## config.mk

```make
export PLATFORM = sky130hd
export DESIGN_NAME = hazard_ctrl
export DESIGN_NICKNAME = d
export VERILOG_FILES = /design/src/rtl/rv32i_types.sv /design/src/rtl/hazard_perf_cnt.sv /design/src/rtl/hazard_ctrl.sv
export SDC_FILE = /design/constraint.sdc
export NUM_CORES = 1
export LEC_CHECK = 0
export CAP_MARGIN = 20
export CORE_AREA = 2 2 87 89
export DETAILED_ROUTE_END_ITERATION = 10
export DIE_AREA = 0 0 89 91
export GPL_TIMING_DRIVEN = 0
export PLACE_DENSITY = 0.86
export SYNTH_ARGS = -nofsm -noshare
export SYNTH_HDL_FRONTEND = slang
export SYNTH_SLANG_ARGS = --single-unit
```

## constraint.sdc

```tcl
create_clock -name clk -period 5.4 [get_ports clk]
set_input_delay 1.08 -clock clk [delete_from_list [all_inputs] [get_ports clk]]
set_output_delay 1.08 -clock clk [all_outputs]
set_load 0.01 [all_outputs]
```

## src/rtl/rv32i_types.sv

```systemverilog
// Purpose : shared hazard-control types: FSM state, hazard priority, encode helpers.
// Latency : n/a (types and pure functions only).
// Backpressure: n/a.
package rv32i_types;

    // Memory-side FSM state. I_KILL = fetch outstanding whose data must be dropped.
    typedef enum logic [2:0] {
        RUN     = 3'd0,
        I_WAIT  = 3'd1,
        D_WAIT  = 3'd2,
        ID_WAIT = 3'd3,
        I_KILL  = 3'd4
    } hazard_state_t;

    // Winning hazard for the current cycle, lowest to highest priority.
    typedef enum logic [2:0] {
        PRIO_NONE     = 3'd0,
        PRIO_LOAD_USE = 3'd1,
        PRIO_FETCH    = 3'd2,
        PRIO_BRANCH   = 3'd3,
        PRIO_FREEZE   = 3'd4
    } hazard_prio_t;

    // Data freeze > branch flush > fetch wait > load-use.
    function automatic hazard_prio_t hazard_prio(input logic frz, input logic br,
                                                 input logic fw, input logic lu);
        hazard_prio_t p;
        if (frz)     p = PRIO_FREEZE;
        else if (br) p = PRIO_BRANCH;
        else if (fw) p = PRIO_FETCH;
        else if (lu) p = PRIO_LOAD_USE;
        else         p = PRIO_NONE;
        return p;
    endfunction

    // Outstanding flags to state. A killed fetch alongside a data access
    // reports ID_WAIT; the kill itself is tracked by a separate flag.
    function automatic hazard_state_t hazard_encode(input logic i_out, input logic d_out,
                                                    input logic kill);
        hazard_state_t s;
        if (i_out && d_out) s = ID_WAIT;
        else if (i_out)     s = kill ? I_KILL : I_WAIT;
        else if (d_out)     s = D_WAIT;
        else                s = RUN;
        return s;
    endfunction

endpackage

```

## src/rtl/hazard_perf_cnt.sv

```systemverilog
// Purpose : 32-bit event counter, +1 per enabled cycle, wraps modulo 2^32.
// Latency : count visible the cycle after the enabled edge.
// Backpressure: none; counts every enabled cycle.
// Ports   : clk, rst (sync active-high), en_i (count enable), cnt_o (count).
module hazard_perf_cnt (
    input  logic        clk,
    input  logic        rst,
    input  logic        en_i,
    output logic [31:0] cnt_o
);

    logic [31:0] cnt_q;

    always_ff @(posedge clk) begin
        if (rst)       cnt_q <= '0;
        else if (en_i) cnt_q <= cnt_q + 32'd1;
    end

    assign cnt_o = cnt_q;

endmodule

```

## src/rtl/hazard_ctrl.sv

```systemverilog
// Purpose : pipeline hazard control: data freeze, branch flush, fetch wait, load-use.
// Latency : stall/bubble/flush/discard combinational; FSM and counters update on clk.
// Backpressure: freezes all stages while a data access is pending.
// Ports   : ID/EX register ids, branch, imem/dmem req/resp in; stage stalls,
//           bubble/flush, imem_discard and two perf counters out.
module hazard_ctrl
    import rv32i_types::*;
(
    input  logic        clk,
    input  logic        rst,
    input  logic [4:0]  id_rs1_s,
    input  logic [4:0]  id_rs2_s,
    input  logic [4:0]  ex_rd_s,
    input  logic        ex_mem_read,
    input  logic        ex_regf_we,
    input  logic        br_taken,
    input  logic        imem_req,
    input  logic        imem_resp,
    input  logic        dmem_req,
    input  logic        dmem_resp,
    output logic        stall_pc,
    output logic        stall_if_id,
    output logic        stall_id_ex,
    output logic        stall_ex_mem,
    output logic        stall_mem_wb,
    output logic        bubble_id_ex,
    output logic        flush_if_id,
    output logic        imem_discard,
    output logic [31:0] stall_cnt,
    output logic [31:0] flush_cnt
);

    hazard_state_t state_q, state_d;
    hazard_prio_t  prio;
    logic          kill_q, kill_d;
    logic          frz_q;
    logic          br_pend_q, br_pend_d;
    logic          i_out, d_out, i_next, d_next;
    logic          frz, rel, br_act, fw, lu;
    logic          flush_evt;

    assign i_out = (state_q == I_WAIT) || (state_q == ID_WAIT) || (state_q == I_KILL);
    assign d_out = (state_q == D_WAIT) || (state_q == ID_WAIT);

    assign frz = !dmem_resp && (d_out || dmem_req);
    // Release cycle of a freeze: stages move again, but a held branch waits
    // one more cycle so the redirect sees a settled pipeline.
    assign rel = frz_q && !frz;
    assign br_act = (br_taken || br_pend_q) && !rel;
    assign fw = i_out && !imem_resp;
    assign lu = ex_mem_read && ex_regf_we && (ex_rd_s != 5'd0) &&
                ((ex_rd_s == id_rs1_s) || (ex_rd_s == id_rs2_s));

    assign prio = hazard_prio(frz, br_act, fw, lu);

    always_comb begin
        stall_pc     = 1'b0;
        stall_if_id  = 1'b0;
        stall_id_ex  = 1'b0;
        stall_ex_mem = 1'b0;
        stall_mem_wb = 1'b0;
        bubble_id_ex = 1'b0;
        flush_if_id  = 1'b0;
        if (!rst) begin
            case (prio)
                PRIO_FREEZE: begin
                    stall_pc     = 1'b1;
                    stall_if_id  = 1'b1;
                    stall_id_ex  = 1'b1;
                    stall_ex_mem = 1'b1;
                    stall_mem_wb = 1'b1;
                end
                PRIO_BRANCH: begin
                    flush_if_id  = 1'b1;
                    bubble_id_ex = 1'b1;
                end
                PRIO_FETCH, PRIO_LOAD_USE: begin
                    stall_pc     = 1'b1;
                    stall_if_id  = 1'b1;
                    bubble_id_ex = 1'b1;
                end
                default: ;
            endcase
        end
    end

    assign imem_discard = !rst && kill_q && i_out && imem_resp;
    assign flush_evt    = !rst && (prio == PRIO_BRANCH);

    // A response in the same cycle clears (or never sets) the outstanding flag.
    assign i_next = !imem_resp && (i_out || imem_req);
    assign d_next = !dmem_resp && (d_out || dmem_req);
    assign kill_d = i_next && (kill_q || (flush_evt && i_out));
    // Remember a branch seen while frozen or in the release cycle.
    assign br_pend_d = (frz || frz_q) && (br_pend_q || br_taken);
    assign state_d = hazard_encode(i_next, d_next, kill_d);

    always_ff @(posedge clk) begin
        if (rst) begin
            state_q   <= RUN;
            kill_q    <= 1'b0;
            frz_q     <= 1'b0;
            br_pend_q <= 1'b0;
        end else begin
            state_q   <= state_d;
            kill_q    <= kill_d;
            frz_q     <= frz;
            br_pend_q <= br_pend_d;
        end
    end

    hazard_perf_cnt u_stall_cnt (
        .clk   (clk),
        .rst   (rst),
        .en_i  (stall_pc),
        .cnt_o (stall_cnt)
    );

    hazard_perf_cnt u_flush_cnt (
        .clk   (clk),
        .rst   (rst),
        .en_i  (flush_evt),
        .cnt_o (flush_cnt)
    );

endmodule
```

==> results of run 1 <==
## cell usage after synthesis (4+ instances only)
| cell | count |
|---|---|
| a21oi_1 | 30 |
| and2_1 | 4 |
| and3_1 | 7 |
| and4_1 | 8 |
| buf_4 | 7 |
| clkbuf_1 | 9 |
| dfxtp_1 | 69 |
| inv_1 | 6 |
| nand2_1 | 28 |
| nand3_1 | 25 |
| nand4_1 | 12 |
| nor2_1 | 49 |
| nor2b_1 | 4 |
| nor4_1 | 6 |
| o21ai_0 | 17 |
| o31ai_1 | 10 |
| or3_1 | 15 |
| or4_1 | 10 |
| xnor2_1 | 16 |
| xor2_1 | 25 |
## final timing paths
check        slack (ps)                                from                                  to  depth (start not counted)
max reg2reg        3160               state_q[1]$_SDFF_PP0_   u_stall_cnt.cnt_o[1]$_SDFFE_PP0P_                          8
max                 660                          ex_rd_s[0]                            stall_pc                          9
min reg2reg         500  u_stall_cnt.cnt_o[18]$_SDFFE_PP0P_  u_stall_cnt.cnt_o[18]$_SDFFE_PP0P_                          2
min                 500  u_stall_cnt.cnt_o[18]$_SDFFE_PP0P_  u_stall_cnt.cnt_o[18]$_SDFFE_PP0P_                          2
## metal layers
layer  routed length (um)  vias to the layer above  track usage
met1                 3934                     1630       0.2900
met5                    0                        -            0
met3                  629                       13      0.05545
met2                 4423                      112       0.3887
met4                  129                        0      0.08582
li1                     -                     1658            -
## flip-flops by register name, summed over array words and instances (netlist names)
| register | cells |
|---|---|
| br_pend_q | 1 |
| kill_q | 1 |
| state_q | 3 |
| u_flush_cnt.cnt_o | 32 |
| u_stall_cnt.cnt_o | 32 |
## per-stage QoR
| step | power [mW] | hold slack (ps) | cells |
|---|---|---|---|
| finish | 1.053 | 498.0 | 611 |
| global route | 1.086 | 518.5 | 611 |
| CTS | 1.057 | 495.1 | 611 |
| detailed placement | 0.6200 | 484.9 | 595 |
| global placement | 0.6173 | 469.9 | 595 |
| floorplan | 0.5756 | 479.5 | 401 |
## area by class of cell
cell class              instances  area, um2
fillers                       598       2335
multi-input cells             306       1994
flip-flops and latches         69       1381
repair buffers                 95      950.9
clock buffers                  13      168.9
well taps                      99      123.9
plain buffers                  20      117.6
clock inverters                 3      42.54
inverters                       6      22.52
## power groups by stage
stage / logic, mW / registers (mW) / clock network, mW
final: 0.0904 / 0.518 / 0.444
after global routing: 0.0981 / 0.519 / 0.469
after CTS: 0.0906 / 0.518 / 0.448
after detailed placement: 0.0902 / 0.530 / 0
after global placement: 0.0878 / 0.530 / 0
after floorplan: 0.0454 / 0.530 / 0
## cells by family after synthesis
kind of cell,count (synthesis),share of synthesized area
DFF,69,0.3929
buffers and inverters,26,0.03985
adders and majority gates,2,0.007116
xor gates and xnor gates,41,0.1021
muxes,5,0.01850
and+or+nand+nor,184,0.2950
AOI/OAI and AO/OA,74,0.1445
## worst max-delay path: cells and delay by family
kind / cells / cell delay [ps]
AOI/OAI and AO/OA: 2 / 610
and+or+nand+nor: 2 / 480
buffers and inverters: 5 / 1500
==> results.py, run 1 <==
metrics = {
    "clocking": {
        "clock_path_buffers": 2,
        "cts_setup_buffers": 0,
        "path_clk_slew_ps": 80,
        "clock_tree.htree_level_count": 3,
        "cts_buffers": 9,
        "clock_latency_ps": 340,
        "clkSinkCount": 69,
        "cts_hold_buf": 0,
        "tritoncts": "built",
        "cts-root-buf": "clkbuf_8",
        "cts-resized-gates": 0,
    },
    "finish": {
        "drive_above_1_share": 0.09180,
        "antennaDiodeCount": 0,
        "layout_commonest_cell": "clkdlybuf4s50_1",
        "fin_util": 0.6729,
        "final_cell_mix": "clkdlybuf4s50_1, dfxtp_1, nor2_1",
        "final_area_um2": 4802,
        "syn2layout_area_growth_pct": 36.58,
        "finish.net_count": 533,
    },
    "worst_setup_path": {
        "end_kind": "output pin",
        "start_kind": "input port",
        "cpPeakStageDelay_ps": 470,
        "cp_max_fo": 10,
        "crit_chain": "clkdlybuf4s50_1, or3_1, o311a_4, a31oi_2, buf_4, buf_4, nor2_1, buf_4, clkdlybuf4s50_1",
        "crit_type": "input port to output pin",
        "critPathMostFrequentCell": "buf_4",
        "cp_slowest_cell": "clkdlybuf4s50_1",
        "worstPathArrival_ps": 3660,
        "cp.required_ps": 4320,
    },
    "global_routing": {
        "grt_pass1_vias": 3359,
        "grt_antenna_before_repair": 0,
        "grt_pass1_wl_um": 15410,
        "grt_usage": 0.2338,
        "grt_overflow": 0,
        "grt_max_degree": 12,
    },
    "logic_synthesis": {
        "avgSynthCellArea_um2": 8.768,
        "ys_seq_area_frac": 0.3929,
        "synth_edf_count": 0,
        "yosysUniqueCellTypes": 48,
        "synth_area_leaders": "dfxtp_1, xor2_1, nor2_1",
        "syn_area_um2": 3516,
        "synth_cells": 401,
        "synth-seq-cells": 69,
        "synth-warning-count": 0,
        "syn_nets": 427,
        "yosysTopAreaCell": "dfxtp_1",
        "synth_top_area_share": 0.3929,
        "synth_ff_type": "dfxtp_1",
        "synth-async-reset-ratio": 0,
    },
    "die": {
        "ios": 96,
        "dieArea_um2": 8099,
        "core_area_um2": 7137,
        "fp.dieW_um": 89,
        "row_count": 31,
        "die_h_um": 91,
        "initial_utilization": 0.4926,
    },
    "sta": {
        "drv_slew": 0,
        "relSlewSlack": 0.6012,
        "setup_ws_ps": 659.7,
        "setup_violations": 0,
        "rsz0062_at_grt": "no",
        "max_freq_ghz": 0.2110,
        "period_needed_ps": 4740,
        "skew_ps": 5.984,
        "post-route-period-util": 0.8778,
        "hold_viol": 0,
        "worst_pin_slew_ps": 593.3,
        "tns_ps": 0,
    },
    "run_status": {
        "outcome": "finished, final reports clean",
    },
    "pwr": {
        "clock_power_share": 0.422,
        "power_density_nw_per_um2": 219.2,
        "max-vdd-ir-drop_mv": 0.1344,
        "netSwitchingFraction": 0.2310,
        "total_leakage_power_nw": 1.633,
        "pwr-share-seq": 0.492,
        "p_comb_frac": 0.086,
        "internal_power_mw": 0.8096,
        "power.switching_mw": 0.2432,
    },
    "place": {
        "placed_cell_area_um2": 4591,
        "hpwl_um": 6738,
        "numPortBuffers": 95,
        "gp_congestion": 0.8507,
        "place_ws_ps": 651.7,
    },
    "route": {
        "detail_route.drc_violations": 0,
        "dr.pass1.iters": 4,
        "viasPerCell": 5.586,
        "post_drt_wl_per_cell_um": 14.92,
        "totalWireLength_um": 9116,
        "vias": 3413,
        "drt.antenna.violating_nets": 0,
        "drt_iter0_markers": 170,
    },
    "hold_path": {
        "hp-class": "flip-flop to flip-flop",
    },
    "flow_run": {
        "maxCapViolations": 0,
    },
}
(Power assumes the default switching activity.)
==> run 2: changes to the inputs <==
Settings changed: SLEW_MARGIN set to 20.
==> results of run 2 <==
Final layout, timing and power as in run 1 (identical DEF).
